**src/rtl/stream_rr_arbiter.sv**
```systemverilog
// Round-robin, packet-atomic arbiter sharing one valid/ready stream among N requesters.
// The output is a registered forward stage: one cycle of latency, one beat per cycle.
module stream_rr_arbiter #(
    parameter int unsigned N  = 4,
    parameter int unsigned DW = 8,
    parameter int unsigned IW = $clog2(N)
) (
    input  logic            clk_i,
    input  logic            rst_ni,
    input  logic            clear_i,
    input  logic [N-1:0]    valid_i,
    input  logic [N-1:0]    last_i,
    input  logic [N*DW-1:0] data_i,
    output logic [N-1:0]    ready_o,
    output logic            valid_o,
    output logic            last_o,
    output logic [DW-1:0]   data_o,
    output logic [IW-1:0]   idx_o,
    input  logic            ready_i
);

    logic [IW-1:0] ptr_q, ptr_d;
    logic          locked_q, locked_d;
    logic [IW-1:0] lock_idx_q, lock_idx_d;
    logic          valid_q, valid_d;
    logic          last_q, last_d;
    logic [DW-1:0] data_q, data_d;
    logic [IW-1:0] idx_q, idx_d;

    logic          load;
    logic          gnt_any;
    logic [IW-1:0] gnt_idx;
    logic          xfer;

    assign load = !valid_q || ready_i;

    // A locked owner keeps the grant even while its valid is low, so others stay blocked.
    always_comb begin
        gnt_any = 1'b0;
        gnt_idx = '0;
        if (locked_q) begin
            gnt_any = 1'b1;
            gnt_idx = lock_idx_q;
        end else begin
            for (int unsigned i = 0; i < N; i++) begin
                if (!gnt_any && valid_i[(32'(ptr_q) + i) % N]) begin
                    gnt_any = 1'b1;
                    gnt_idx = IW'((32'(ptr_q) + i) % N);
                end
            end
        end
    end

    always_comb begin
        ready_o = '0;
        if (rst_ni && !clear_i && load && gnt_any) begin
            ready_o[gnt_idx] = 1'b1;
        end
    end

    assign xfer = load && !clear_i && gnt_any && valid_i[gnt_idx];

    always_comb begin
        ptr_d      = ptr_q;
        locked_d   = locked_q;
        lock_idx_d = lock_idx_q;
        valid_d    = valid_q;
        last_d     = last_q;
        data_d     = data_q;
        idx_d      = idx_q;
        if (clear_i) begin
            ptr_d      = '0;
            locked_d   = 1'b0;
            lock_idx_d = '0;
            valid_d    = 1'b0;
            last_d     = 1'b0;
            data_d     = '0;
            idx_d      = '0;
        end else if (load) begin
            if (xfer) begin
                valid_d = 1'b1;
                last_d  = last_i[gnt_idx];
                data_d  = data_i[gnt_idx*DW +: DW];
                idx_d   = gnt_idx;
                if (last_i[gnt_idx]) begin
                    locked_d = 1'b0;
                    ptr_d    = (gnt_idx == IW'(N - 1)) ? '0 : gnt_idx + IW'(1);
                end else begin
                    locked_d   = 1'b1;
                    lock_idx_d = gnt_idx;
                end
            end else begin
                valid_d = 1'b0;
            end
        end
    end

    always_ff @(posedge clk_i or negedge rst_ni) begin
        if (!rst_ni) begin
            ptr_q      <= '0;
            locked_q   <= 1'b0;
            lock_idx_q <= '0;
            valid_q    <= 1'b0;
            last_q     <= 1'b0;
            data_q     <= '0;
            idx_q      <= '0;
        end else begin
            ptr_q      <= ptr_d;
            locked_q   <= locked_d;
            lock_idx_q <= lock_idx_d;
            valid_q    <= valid_d;
            last_q     <= last_d;
            data_q     <= data_d;
            idx_q      <= idx_d;
        end
    end

    assign valid_o = valid_q;
    assign last_o  = last_q;
    assign data_o  = data_q;
    assign idx_o   = idx_q;

endmodule

```
**config.mk**
```make
export PLATFORM = sky130hd
export DESIGN_NAME = stream_rr_arbiter
export DESIGN_NICKNAME = d
export VERILOG_FILES = /design/src/rtl/stream_rr_arbiter.sv
export SDC_FILE = /design/constraint.sdc
export NUM_CORES = 1
export LEC_CHECK = 0
export ABC_AREA = 1
export BUFFER_PORTS_ARGS = -buffer_cell sky130_fd_sc_hd__buf_4
export CAP_MARGIN = 30
export CORE_AREA = 2 2 89 48
export CTS_BUF_LIST = sky130_fd_sc_hd__clkbuf_8 sky130_fd_sc_hd__clkbuf_16
export CTS_CLUSTER_SIZE = 28
export DETAILED_ROUTE_END_ITERATION = 16
export DIE_AREA = 0 0 91 50
export PLACE_DENSITY = 0.71
export SLEW_MARGIN = 20
export SYNTH_ARGS = -nofsm -noshare
export SYNTH_HDL_FRONTEND = slang
export SYNTH_SLANG_ARGS = --single-unit
```
**constraint.sdc**
```tcl
create_clock -name clk_i -period 3.1 [get_ports clk_i]
set_clock_uncertainty 0.15 [all_clocks]
set_input_delay 0.31 -clock clk_i [delete_from_list [all_inputs] [get_ports clk_i]]
set_output_delay 0.31 -clock clk_i [all_outputs]
set_load 0.1 [all_outputs]
```
# --- After elaboration in Yosys (flattened, before gate mapping) ---
# Index checks and enable logic that the tools add are counted.
totals:
  out_inout_bits: 16
  elab_cells: 95
  input_bits: 44
  ff_bits: 17
classes:
  n_shift: 1
  n_mux: 53
  add_sub_neg: 4
  magnitude_cmp: 6
  eq_ne: 2
  reduce_logical: 22
ops:
  columns: ["operator", "count"]
  rows:
  - ["two-way mux 2 bit", 17]
  - ["variable part select 32 x 6 -> 8 bit", 1]
  - ["two-way mux 1 bit", 25]
  - ["two-way mux 8 bit", 3]
  - ["less-than comparator 2 x 3 -> 1 bit, second input constant", 5]
  - ["binary-select mux 1 bit (select 2 bit)", 6]
  - ["logical AND 1 bit", 10]
  - ["AND reduction 3 bit", 2]
  - ["nonzero test 2 bit", 3]
  - ["logical NOT 1 bit", 5]
  - ["adder 2 x 1 -> 2 bit, second input constant", 2]
  - ["adder 2 bit, second input constant", 2]
  - ["two-way mux 4 bit", 1]
  - ["demux 1 bit (select 2 bit)", 1]
  - ["== test 2 bit, second input constant", 1]
  - ["greater-or-equal comparator 2 x 1 -> 1 bit, second input constant", 1]
  - ["!= test 2 bit, second input constant", 1]
  - ["AND reduction 2 bit", 1]
  - ["logical OR 1 bit", 1]

# --- Depth between registers and ports, before layout ---
# Gate-level depths: netlist of the first run.
logic_depth:
  depth_word: 22
  depth_mapped: 19
  ltp_nobuf: 18

# --- Least setup slack after synthesis of the first run ---
# Ideal clock, no wire load.
synth_path:
  kind: "register -> output"
  from: "register ptr_q[0]"
  to: "output port ready_o[0]"
  setup_slack_ns: -0.311
  arrival_ns: 2.951
  required_ns: 2.640
  stages_incl_launch_ff: 15
  n_path_buf: 2
  path_cell_list: "dfrtp_1 > buf_6 > nand2_1 > nand3_1 > nand2_2 > nor2_1 > nor2_1 > nand2_2 > nand3_4 > nand2_4 > inv_2 > buf_2 > ha_1 > inv_1 > nor2_1"
synth_via:
  elab_chain_len: 21
  word_cells_on_any_way: 37
  cone_classes: "3 x add/sub; 2 x order compare; 24 x mux; 8 x reduce/logical"
synth_rtl:
  columns: ["item", "line_no", "rtl"]
  rows:
  - ["start, declared", "22", "logic [IW-1:0] ptr_q, ptr_d;"]
  - ["start signal, assigned", "108", "ptr_q <= ptr_d;"]
  - ["binary-select mux 1 bit (select 2 bit)", "46", "if (!gnt_any && valid_i[(32'(ptr_q) + i) % N]) begin"]
  - ["two-way mux 1 bit (implied by the code)", "46", null]
  - ["two-way mux 1 bit", "46", null]
  - ["two-way mux 1 bit", "41", "if (locked_q) begin"]
  - ["logical NOT 1 bit", "46", null]
  - ["logical AND 1 bit", "46", null]
  - ["two-way mux 1 bit", "46", null]
  - ["two-way mux 1 bit", "41", null]
  - ["[... 5 more ...]", null, null]
  - ["logical AND 1 bit", "46", null]
  - ["two-way mux 2 bit", "46", null]
  - ["two-way mux 2 bit", "41", null]
  - ["less-than comparator 2 x 3 -> 1 bit (implied by the code) / greater-or-equal comparator 2 x 1 -> 1 bit (equally long branches)", "57", "ready_o[gnt_idx] = 1'b1;"]
  - ["logical AND 1 bit (implied by the code)", "57", null]
  - ["two-way mux 1 bit (implied by the code)", "57", null]
  - ["demux 1 bit (select 2 bit)", "57", null]
  - ["two-way mux 4 bit (*)", "56", "if (rst_ni && !clear_i && load && gnt_any) begin"]
  - ["end, declared", "14", "output logic [N-1:0] ready_o,"]
# Mark *: on every way between the ends. The rest lies on a longest branch, timed or not. The select of a mux whose other input is x is not followed.

# --- Worst setup path after layout of the first run ---
layout_path:
  from: "register ptr_q[0]"
  to: "output port ready_o[2]"
# Same word-level chain as after synthesis.

==> tab_implementation.tex, run 1 <==
\begin{tabular}{lr}
\hline
Metric & Value \\
\hline
\multicolumn{2}{l}{\textbf{Outcome}} \\
\quad Result of the run & complete, no violations \\
\multicolumn{2}{l}{\textbf{Timing}} \\
\quad Final-report hold violation count & 0 \\
\quad Setup repair after global routing missed its margin & no \\
\quad Final hold slack & 0.192 ns \\
\quad Final period utilization & 94.8\% \\
\quad Actual slew at the worst max-slew pin & 0.484 ns \\
\quad Max-slew violation count & 0 \\
\quad Normalized max-slew margin & roughly two thirds \\
\quad Count of final setup violators & 0 \\
\quad Upper clock frequency limit & roughly 340 MHz \\
\quad Final min period & 2.94 ns \\
\multicolumn{2}{l}{\textbf{Worst setup path}} \\
\quad Reg2Reg Setup Slack & about 0.52 ns \\
\quad Critical path class & reg -> out \\
\quad Critical path peak fanout & 12 \\
\quad Arrival time at the worst endpoint & 2.48 ns \\
\quad Worst Reg2Reg Path Length in Cells & 16 \\
\quad Required @ worst endpoint & 2.64 ns \\
\quad Kind of start point of the critical path & flip-flop \\
\quad Kind of end point of the critical path & output pin \\
\multicolumn{2}{l}{\textbf{Route}} \\
\quad Residual antenna-violating net count after detailed routing & 0 \\
\quad Routed length per placed instance & 12.7 um \\
\quad Via/cell ratio & 4.85 \\
\quad WL final & 4380 um \\
\quad DRC marker count from the first detailed-route iteration & 153 \\
\quad Total via count in the routed design & $\sim$1,700 \\
\quad Pre-antenna DRT Iters & 4 \\
\quad \# DRC & 0 \\
\multicolumn{2}{l}{\textbf{Yosys}} \\
\quad Synth Area in XOR/XNOR & 0\% \\
\quad Top cell type by total area after synthesis & sky130\_fd\_sc\_hd\_\_dfrtp\_1 \\
\quad Post-synthesis compound-gate area fraction & 10.4\% \\
\quad Portion of the post-synthesis area used by sequential elements & 29.0\% \\
\quad Flops \& latches, synth & 17 \\
\quad Leading cell types by total area after synthesis & sky130\_fd\_sc\_hd\_\_dfrtp\_1 29\%, sky130\_fd\_sc\_hd\_\_nand2\_1 19\%, sky130\_fd\_sc\_hd\_\_nand3\_1 13\%, sky130\_fd\_sc\_hd\_\_nor2\_1 6.9\%, sky130\_fd\_sc\_hd\_\_o21ai\_0 5.5\% \\
\quad Number of distinct library cells after synthesis & 21 \\
\quad Mapped Area & 0.00147 mm2 \\
\quad Fraction of synthesized cell area taken by the top area cell type & 29.0\% \\
\quad Most instantiated library cell after synthesis & sky130\_fd\_sc\_hd\_\_nand2\_1 \\
\quad Syn\_nets & about 280 \\
\quad Synth Area in Adders & 3.42\% \\
\quad Fraction of synthesis flops using an asynchronous set or reset pin & 100\% \\
\quad Post-Syn Instances & roughly 230 \\
\quad Simple-Gate Fraction of Synth Area & 46.0\% \\
\quad Synth Area per Inst & 6.29 um2 \\
\quad Number of enable-type register cells in the synthesized netlist & 0 \\
\quad Most frequent cells after synthesis & 74 x sky130\_fd\_sc\_hd\_\_nand2\_1, 38 x sky130\_fd\_sc\_hd\_\_nand3\_1, 27 x sky130\_fd\_sc\_hd\_\_nor2\_1 \\
\quad Dominant combinational cell family by area after synthesis & simple AND/OR/NAND/NOR gates \\
\quad Count of synthesis-stage warnings from yosys & 0 \\
\quad Most instantiated flip-flop cell in the synthesis netlist & sky130\_fd\_sc\_hd\_\_dfrtp\_1 \\
\quad Share of synthesized area spent on multiplexers & 0\% \\
\multicolumn{2}{l}{\textbf{CTS}} \\
\quad Num CTS Buffers & 3 \\
\quad Depth of the CTS H-tree & 1 \\
\quad Register clock-pin slew on the reported worst setup and hold paths & 0.06 ns \\
\quad Total number of clock tree sinks & 17 \\
\quad Clock tree buffer depth & 2 \\
\quad TritonCTS clock tree & done \\
\quad Clock tree root buffer cell & sky130\_fd\_sc\_hd\_\_clkbuf\_8 \\
\quad Clk Latency, worst-skew pair & 0.24 ns \\
\multicolumn{2}{l}{\textbf{Layout}} \\
\quad Area growth from synthesis to layout & 37.1\% \\
\quad Combined area of the multi-input logic cells & about 890 um2 \\
\quad Total inserted antenna cells & 0 \\
\quad Share of post-route cells with drive strength above 1 & approximately 29\% \\
\quad Fill cells & 385 \\
\quad Reg area & approximately 430 um2 \\
\quad \# nets final & 340 \\
\multicolumn{2}{l}{\textbf{Worst hold path}} \\
\quad Min-delay worst type & in -> reg \\
\quad Hold Path Depth & 4 \\
\multicolumn{2}{l}{\textbf{Die}} \\
\quad Initial standard-cell utilization of the core & 38.9\% \\
\quad Width of the chip & 91 um \\
\quad Height of the die & 50 um \\
\quad Core footprint & 0.00376 mm2 \\
\quad Area enclosed by the die boundary & 0.00455 mm2 \\
\quad Core Rows & 16 \\
\quad Number of ports placed on the die boundary & 60 \\
\multicolumn{2}{l}{\textbf{GRT}} \\
\quad Wire length of the first global-routing pass & 7270 um \\
\quad Via count of the first global-routing pass & 1,456 \\
\quad Largest net degree at the start of global routing & 26 \\
\quad Initial antenna violation count & 0 \\
\quad GR Overflow Total & 0 \\
\quad Overall global routing resource usage & 19.8\% \\
\multicolumn{2}{l}{\textbf{Placement}} \\
\quad Final weighted congestion in routability-driven placement & between 0.8 and 0.9 \\
\quad Number of input and output port buffers inserted & 59 \\
\quad Hpwl dp & around 3400 um \\
\multicolumn{2}{l}{\textbf{Job}} \\
\quad Max-Cap Viols & 0 \\
\hline
\end{tabular}
-- layer usage --
layer	part of all wire (%)	global-route usage (%)	up-vias
met3	8.8	2.29	0
met4	0	3.79	0
li1	-	-	866
met5	0	0	-
met2	38	26.2	80
met1	53	33.1	727
-- cell type report --
| type | count | area share (%) |
|---|---|---|
| tap | 54 | 3.36 |
| timing repair buffer | 63 | 24.0 |
| clock inverter | 1 | 0.187 |
| multi-input combinational | 182 | 44.2 |
| sequential | 17 | 21.2 |
| clock buffer | 3 | 2.05 |
| inverter | 25 | 4.92 |
-- registers in the layout (all words and copies together) (netlist names) --
name	flops
data_o	8
locked_q	1
last_o	1
lock_idx_q	2
ptr_q	2
valid_o	1
idx_o	2
-- worst paths after layout --
path                       startpoint    endpoint
hold reg to reg              idx_o[1]    idx_o[1]
setup reg to reg             ptr_q[0]    ptr_q[0]
hold / removal                ready_i     valid_o
setup / recovery             ptr_q[0]  ready_o[2]
max in group asynchronous      rst_ni    ptr_q[0]
min in group asynchronous      rst_ni   data_o[4]
-- kinds of logic (layout without fill, tap and decap cells) --
logic type | after synthesis | after routing
simple gates | 151 | 151
compound gates | 27 | 27
buf+inv | 34 | 92
fa+ha+maj | 4 | 4
flops | 17 | 17
-- metrics by stage --
step,setup TNS [ns],setup slack (ns),cell area [um2],utilization (%),std cells
after detailed placement,0,0.275,1930,51.3,340
final,0,0.162,2010,53.4,345
after floorplan,-0.930,-0.311,1470,-,233
after global placement,0,0.329,1930,51.3,340
after global routing,0,0.0105,2010,53.4,345
after CTS,0,0.117,1990,52.8,345
-- layout by cell type (no fill, tap or decap) --
cell                             n
sky130_fd_sc_hd__a21oi_1         1
sky130_fd_sc_hd__nand2_4         1
sky130_fd_sc_hd__clkbuf_8        3
sky130_fd_sc_hd__nand2_2         7
sky130_fd_sc_hd__inv_1          21
sky130_fd_sc_hd__dfrtp_2         1
sky130_fd_sc_hd__nand3_2         1
sky130_fd_sc_hd__clkinv_1        1
sky130_fd_sc_hd__o21ai_2         1
sky130_fd_sc_hd__buf_6           2
sky130_fd_sc_hd__dlygate4sd3_1   1
sky130_fd_sc_hd__nand3_4         1
sky130_fd_sc_hd__dfrtp_1        16
sky130_fd_sc_hd__nand3_1        38
sky130_fd_sc_hd__nand2_8         1
sky130_fd_sc_hd__ha_1            4
sky130_fd_sc_hd__a311oi_1        1
sky130_fd_sc_hd__nor2_4          1
sky130_fd_sc_hd__nor2_1         26
sky130_fd_sc_hd__o21ai_0        16
sky130_fd_sc_hd__inv_2           2
sky130_fd_sc_hd__inv_4           2
sky130_fd_sc_hd__buf_4          60
sky130_fd_sc_hd__o22ai_1         8
sky130_fd_sc_hd__nand2_1        74
sky130_fd_sc_hd__nor2_2          1
-- timing repair --
item,CTS,global route
setup buffers,0,0
endpoints found under the hold margin,17,0
resized for setup,1,5
endpoints found under the setup margin,1,4
hold buffers,1,0
-- worst max-delay path, cell delays in order, from the launching register on --
cell and delay (ns):
sky130_fd_sc_hd__dfrtp_2 0.50, sky130_fd_sc_hd__inv_4 0.12, sky130_fd_sc_hd__nand2_1 0.08, sky130_fd_sc_hd__nand3_1 0.12, sky130_fd_sc_hd__nand2_2 0.10, sky130_fd_sc_hd__nor2_4 0.16, sky130_fd_sc_hd__nand3_2 0.10, sky130_fd_sc_hd__nand3_1 0.08
sky130_fd_sc_hd__nand2_1 0.06, sky130_fd_sc_hd__nand2_2 0.15, sky130_fd_sc_hd__buf_4 0.17, sky130_fd_sc_hd__ha_1 0.14, sky130_fd_sc_hd__inv_1 0.04, sky130_fd_sc_hd__nor2_1 0.15, sky130_fd_sc_hd__buf_6 0.25
Power of run 1 is left out: the tool's default activity adds up to more than one toggle a clock period on the data nets, which glitch-free logic cannot reach.
==> run 2: changes to the inputs <==
- CTS_BUF_LIST: sky130_fd_sc_hd__clkbuf_8 sky130_fd_sc_hd__clkbuf_16 -> sky130_fd_sc_hd__clkbuf_2
==> tab_implementation.tex, run 2 (synthesized netlist as in run 1, its figures left out) <==
\begin{tabular}{lr}
\hline
Metric & Value \\
\hline
\multicolumn{2}{l}{\textbf{Outcome}} \\
\quad Result of the run & complete, no violations \\
\multicolumn{2}{l}{\textbf{Worst setup path}} \\
\quad Startpoint of the worst-slack reg-to-reg timing path & ptr\_q[0] \\
\quad Critical path cell sequence & buf\_4 > nand2\_1 > nand3\_1 > nand2\_2 > nor2\_1 > nor2\_1 > nand2\_2 > nand3\_4 > nand2\_8 > inv\_4 > ha\_1 > inv\_1 > nor2\_1 > buf\_6 \\
\quad R2r endpoint & data\_o[7] \\
\quad Largest delay share family, worst path & simple AND/OR/NAND/NOR gates \\
\quad Kind of start point of the critical path & flip-flop \\
\quad Critical path peak fanout & 25 \\
\quad Kind of end point of the critical path & output pin \\
\quad Biggest cell delay along the critical path & about 0.47 ns \\
\quad Critical Path Stages & 14 \\
\quad Reg2Reg Setup Slack & 0.55 ns \\
\quad Required @ worst endpoint & 2.64 ns \\
\quad Critical path class & reg -> out \\
\quad Crit path max-delay cell type & sky130\_fd\_sc\_hd\_\_dfrtp\_2 \\
\quad Buf+Inv Stages, Crit Path & 4 \\
\quad Worst Reg2Reg Path Length in Cells & 16 \\
\quad Arrival time at the worst endpoint & 2.49 ns \\
\quad Cell occurring most often along the worst timing path & sky130\_fd\_sc\_hd\_\_nor2\_1 \\
\multicolumn{2}{l}{\textbf{Layout}} \\
\quad \# nets final & about 340 \\
\quad Most frequent cells in the layout & 74 x sky130\_fd\_sc\_hd\_\_nand2\_1, 62 x sky130\_fd\_sc\_hd\_\_buf\_4, 38 x sky130\_fd\_sc\_hd\_\_nand3\_1 \\
\quad Utilization after layout & a little over half \\
\quad Area growth from synthesis to layout & 37.6\% \\
\quad Total inserted antenna cells & 0 \\
\quad Most frequent standard cell in the layout excluding fill and tap cells & sky130\_fd\_sc\_hd\_\_nand2\_1 \\
\quad Share of post-route cells with drive strength above 1 & between 20\% and 30\% \\
\quad Max FFs per register & 8 \\
\multicolumn{2}{l}{\textbf{CTS}} \\
\quad Clk Latency, worst-skew pair & between 0.2 and 0.3 ns \\
\quad Clock tree buffer depth & 2 \\
\quad Total number of clock tree sinks & 17 \\
\quad TritonCTS clock tree & done \\
\quad Depth of the CTS H-tree & 1 \\
\quad Clock tree root buffer cell & sky130\_fd\_sc\_hd\_\_clkbuf\_2 \\
\quad Num CTS Buffers & 3 \\
\quad Register clock-pin slew on the reported worst setup and hold paths & 0.15 ns \\
\multicolumn{2}{l}{\textbf{Worst hold path}} \\
\quad Min-delay worst type & in -> reg \\
\quad Hold path startpoint & ready\_i \\
\quad Endpoint of the worst hold path & valid\_o \\
\quad Hold Path Depth & 4 \\
\multicolumn{2}{l}{\textbf{Timing}} \\
\quad Actual slew at the worst max-slew pin & 0.483 ns \\
\quad Final-report hold violation count & 0 \\
\quad Final hold slack & 0.135 ns \\
\quad Final period utilization & about 95\% \\
\quad Upper clock frequency limit & about 340 MHz \\
\quad Final min period & roughly 2.9 ns \\
\quad Count of final setup violators & 0 \\
\quad Normalized max-slew margin & 67.6\% \\
\quad Max-slew violation count & 0 \\
\multicolumn{2}{l}{\textbf{Die}} \\
\quad Width of the chip & roughly 90 um \\
\quad Area enclosed by the die boundary & 0.00455 mm2 \\
\quad Core footprint & roughly 0.0038 mm2 \\
\quad Core Rows & 16 \\
\quad Initial standard-cell utilization of the core & 38.9\% \\
\quad Height of the die & 50 um \\
\quad Number of ports placed on the die boundary & 60 \\
\multicolumn{2}{l}{\textbf{Route}} \\
\quad Routed length per placed instance & 12.5 um \\
\quad \# DRC & 0 \\
\quad WL final & 4340 um \\
\quad Via/cell ratio & 4.86 \\
\quad DRC marker count from the first detailed-route iteration & around 190 \\
\quad Pre-antenna DRT Iters & 4 \\
\quad Residual antenna-violating net count after detailed routing & 0 \\
\quad Total via count in the routed design & about 1,700 \\
\multicolumn{2}{l}{\textbf{GRT}} \\
\quad Via count of the first global-routing pass & 1,454 \\
\quad GR Overflow Total & 0 \\
\quad Initial antenna violation count & 0 \\
\quad Overall global routing resource usage & a little under 20\% \\
\quad Wire length of the first global-routing pass & 7230 um \\
\quad Largest net degree at the start of global routing & 26 \\
\multicolumn{2}{l}{\textbf{Placement}} \\
\quad Final weighted congestion in routability-driven placement & 0.868 \\
\quad Number of input and output port buffers inserted & 59 \\
\quad Hpwl dp & approximately 3400 um \\
\multicolumn{2}{l}{\textbf{Job}} \\
\quad Max-Cap Viols & 0 \\
\hline
\end{tabular}
==> run 2: area by class of cell <==
cell class              count  area [um2]
well taps                  54        67.6
flip-flops and latches     17         427
repair buffers             66         509
clock buffers               4        20.0
multi-input cells         182         893
fillers                   382        1750
inverters                  25        98.8
==> run 2: worst min-delay path, stage by stage <==
cell and delay (ns):
sky130_fd_sc_hd__buf_4 0.07, sky130_fd_sc_hd__nor2_1 0.06, sky130_fd_sc_hd__nand2_1 0.06, sky130_fd_sc_hd__nand2_1 0.04
==> run 2: what timing repair did <==
action / in CTS / in global routing
resized for setup: 1 / 7
setup buffers: 0 / 3
hold endpoints to repair: 17 / 0
setup endpoints to repair: 4 / 4
pin swaps: 0 / 0
gates cloned: 0 / 0
hold buffers: 1 / 0
==> run 2: stage by stage <==
step / setup slack [ns] / area (um2) / std cells / setup TNS, ns
floorplan: -0.311 / 1470 / 233 / -0.930
global placement: 0.329 / 1930 / 340 / 0
detailed placement: 0.275 / 1930 / 340 / 0
CTS: 0.0423 / 1960 / 345 / 0
global route: -0.00311 / 2020 / 348 / -0.00376
finish: 0.153 / 2020 / 348 / 0
==> run 2: per-layer routing <==
metal	wire (um)	GRT usage [%]	vias up
met3	361	2.29	0
met2	1630	25.7	75
met5	0	0	-
met4	0	3.03	0
met1	2340	33.3	742
li1	-	-	873
==> run 2: how the worst max path moves through the flow <==
stage	startpoint	end	slack (ns)
after floorplan	ptr_q[0]	ready_o[2]	-0.31
after global placement	ptr_q[0]	ready_o[2]	0.33
after detailed placement	ptr_q[0]	ready_o[2]	0.28
after CTS	ptr_q[0]	ready_o[2]	0.04
after global routing	ptr_q[0]	ready_o[2]	-0.003
final	ptr_q[0]	ready_o[2]	0.15
Power of run 2 is left out for the same reason.
==> run 3: changes to the inputs <==
- CAP_MARGIN: 30 -> not set
- PLACE_DENSITY: 0.71 -> 0.74
==> tab_implementation.tex, run 3 (synthesized netlist as in run 1, its figures left out) <==
\begin{tabular}{lr}
\hline
Metric & Value \\
\hline
\multicolumn{2}{l}{\textbf{Timing}} \\
\quad Setup repair after global routing missed its margin & yes \\
\quad Actual slew at the worst max-slew pin & 0.452 ns \\
\quad Upper clock frequency limit & 345 MHz \\
\quad Count of final setup violators & 0 \\
\quad Final min period & between 2 and 3 ns \\
\quad Normalized max-slew margin & 69.7\% \\
\quad Post-layout worst setup margin & between 0.2 and 0.25 ns \\
\quad Final period utilization & 93.5\% \\
\quad Post-Route Setup TNS & 0 ns \\
\quad Final-report hold violation count & 0 \\
\quad Max-slew violation count & 0 \\
\multicolumn{2}{l}{\textbf{Route}} \\
\quad Routed length per placed instance & approximately 12 um \\
\quad Total via count in the routed design & between 1,500 and 2,000 \\
\quad \# DRC & 0 \\
\quad Pre-antenna DRT Iters & 4 \\
\quad DRC marker count from the first detailed-route iteration & between 100 and 150 \\
\quad Via/cell ratio & about 4.8 \\
\quad WL final & 4340 um \\
\quad Residual antenna-violating net count after detailed routing & 0 \\
\multicolumn{2}{l}{\textbf{Die}} \\
\quad Width of the chip & roughly 91 um \\
\quad Area enclosed by the die boundary & 0.00455 mm2 \\
\quad Height of the die & approximately 50 um \\
\quad Initial standard-cell utilization of the core & 38.9\% \\
\quad Core Rows & 16 \\
\quad Core footprint & 0.00376 mm2 \\
\quad Number of ports placed on the die boundary & 60 \\
\multicolumn{2}{l}{\textbf{Placement}} \\
\quad Hpwl dp & between 3000 and 4000 um \\
\quad Number of input and output port buffers inserted & 59 \\
\quad Final weighted congestion in routability-driven placement & 0.860 \\
\quad Instance count after placement with tap cells included & 340 \\
\quad Dpl ws & approximately 0.26 ns \\
\multicolumn{2}{l}{\textbf{Worst setup path}} \\
\quad R2r endpoint & idx\_o[1] \\
\quad Required @ worst endpoint & 2.64 ns \\
\quad Crit path max-delay cell type & sky130\_fd\_sc\_hd\_\_dfrtp\_2 \\
\quad Critical path cell sequence & inv\_2 > nand2\_1 > nand3\_1 > nand2\_2 > nor2\_4 > nand3\_1 > nand2\_1 > inv\_1 > nand2\_1 > nand2\_4 > inv\_8 > ha\_1 > inv\_1 > nor2\_1 > buf\_6 \\
\quad Reg2Reg Setup Slack & 0.58 ns \\
\quad Kind of start point of the critical path & flip-flop \\
\quad Biggest cell delay along the critical path & slightly below 0.5 ns \\
\quad Kind of end point of the critical path & output pin \\
\quad Critical path peak fanout & 14 \\
\quad Worst Reg2Reg Path Length in Cells & 17 \\
\quad Startpoint of the worst-slack reg-to-reg timing path & ptr\_q[0] \\
\quad Arrival time at the worst endpoint & about 2.4 ns \\
\quad Critical path class & reg -> out \\
\quad Cell occurring most often along the worst timing path & sky130\_fd\_sc\_hd\_\_nand2\_1 \\
\multicolumn{2}{l}{\textbf{Layout}} \\
\quad Total inserted antenna cells & 0 \\
\quad Max FFs per register & 8 \\
\quad \# nets final & 345 \\
\quad Most frequent cells in the layout & 74 x sky130\_fd\_sc\_hd\_\_nand2\_1, 64 x sky130\_fd\_sc\_hd\_\_buf\_4, 38 x sky130\_fd\_sc\_hd\_\_nand3\_1 \\
\quad Share of post-route cells with drive strength above 1 & about 31\% \\
\quad Fill cells & 405 \\
\quad Utilization after layout & 53.9\% \\
\quad Final Non-Filler Cells & 350 \\
\quad Area growth from synthesis to layout & 38.4\% \\
\quad Most frequent standard cell in the layout excluding fill and tap cells & sky130\_fd\_sc\_hd\_\_nand2\_1 \\
\multicolumn{2}{l}{\textbf{CTS}} \\
\quad Clock tree buffer depth & 2 \\
\quad Total number of clock tree sinks & 17 \\
\quad Clock tree root buffer cell & sky130\_fd\_sc\_hd\_\_clkbuf\_2 \\
\quad TritonCTS clock tree & done \\
\quad Num CTS Buffers & 3 \\
\quad Depth of the CTS H-tree & 1 \\
\quad Register clock-pin slew on the reported worst setup and hold paths & between 0.15 and 0.2 ns \\
\quad Clk Latency, worst-skew pair & 0.30 ns \\
\multicolumn{2}{l}{\textbf{GRT}} \\
\quad Largest net degree at the start of global routing & 21 \\
\quad Layer with the highest usage & met1 \\
\quad Via count of the first global-routing pass & roughly 1,400 \\
\quad Met2 GRT Util & 24.7\% \\
\quad Initial antenna violation count & 0 \\
\quad Overall global routing resource usage & 18.6\% \\
\quad Fraction of met1 tracks used by global routing & between 30\% and 40\% \\
\quad Wire length of the first global-routing pass & 6690 um \\
\quad GR Layer Usage met3 & under 10\% \\
\quad GR Overflow Total & 0 \\
\multicolumn{2}{l}{\textbf{Outcome}} \\
\quad Result of the run & complete, no violations \\
\multicolumn{2}{l}{\textbf{Worst hold path}} \\
\quad Hold Path Depth & 4 \\
\quad Endpoint of the worst hold path & valid\_o \\
\quad Hold path startpoint & ready\_i \\
\quad Min-delay worst type & in -> reg \\
\multicolumn{2}{l}{\textbf{Job}} \\
\quad Max-Cap Viols & 0 \\
\hline
\end{tabular}
run 3: changes by cell type in the layout (fill, tap and decap cells not counted), sizes merged:
cell / change
buf: +2
run 3: timing repair:
item / 4_1_cts / 5_1_grt
setup endpoints to repair: 3 / 4
setup buffers: 0 / 5
resized for setup: 3 / 9
hold buffers: 1 / 0
endpoints found under the hold margin: 17 / 0
pin swaps: 0 / 1
run 3: per-stage QoR:
stage	cell area [um2]	hold slack, ns
after floorplan	1470	-0.136
after global placement	1930	0.0389
after detailed placement	1930	0.0430
after CTS	1970	0.126
after global routing	2030	0.134
final	2030	0.143
run 3: how the worst max path moves through the flow:
stage                  start          to  slack, ns  cells after the start
finish              ptr_q[0]  ready_o[1]       0.20                     15
global route        ptr_q[0]  ready_o[1]      -0.02                     15
CTS                 ptr_q[0]  ready_o[1]      0.005                     15
detailed placement  ptr_q[0]  ready_o[0]       0.26                     16
global placement    ptr_q[0]  ready_o[1]       0.32                     16
floorplan           ptr_q[0]  ready_o[2]      -0.31                     14
run 3: worst max-delay path, delay by kind of cell, from the launching register on:
family / cells / cell delay, ns
adder cells (fa/ha/maj): 1 / 0.14
buffers and inverters: 5 / 0.54
flip-flops: 1 / 0.49
AND/OR/NAND/NOR: 9 / 0.92
run 3: routing by layer:
layer  routed length [um]  vias up
met5                    0        -
met1                 2300      734
met2                 1620       59
met4                    0        0
met3                  416        0
li1                     -      874
run 3: layout make-up:
cell class | instances | area [um2] | share of cell area, %
clock buffers | 4 | 20.0 | 0.987
flip-flops and latches | 17 | 428 | 21.1
inverters | 25 | 104 | 5.12
multi-input cells | 182 | 885 | 43.6
repair buffers | 68 | 524 | 25.8
well taps | 54 | 67.6 | 3.33
Power of run 3 is left out for the same reason.
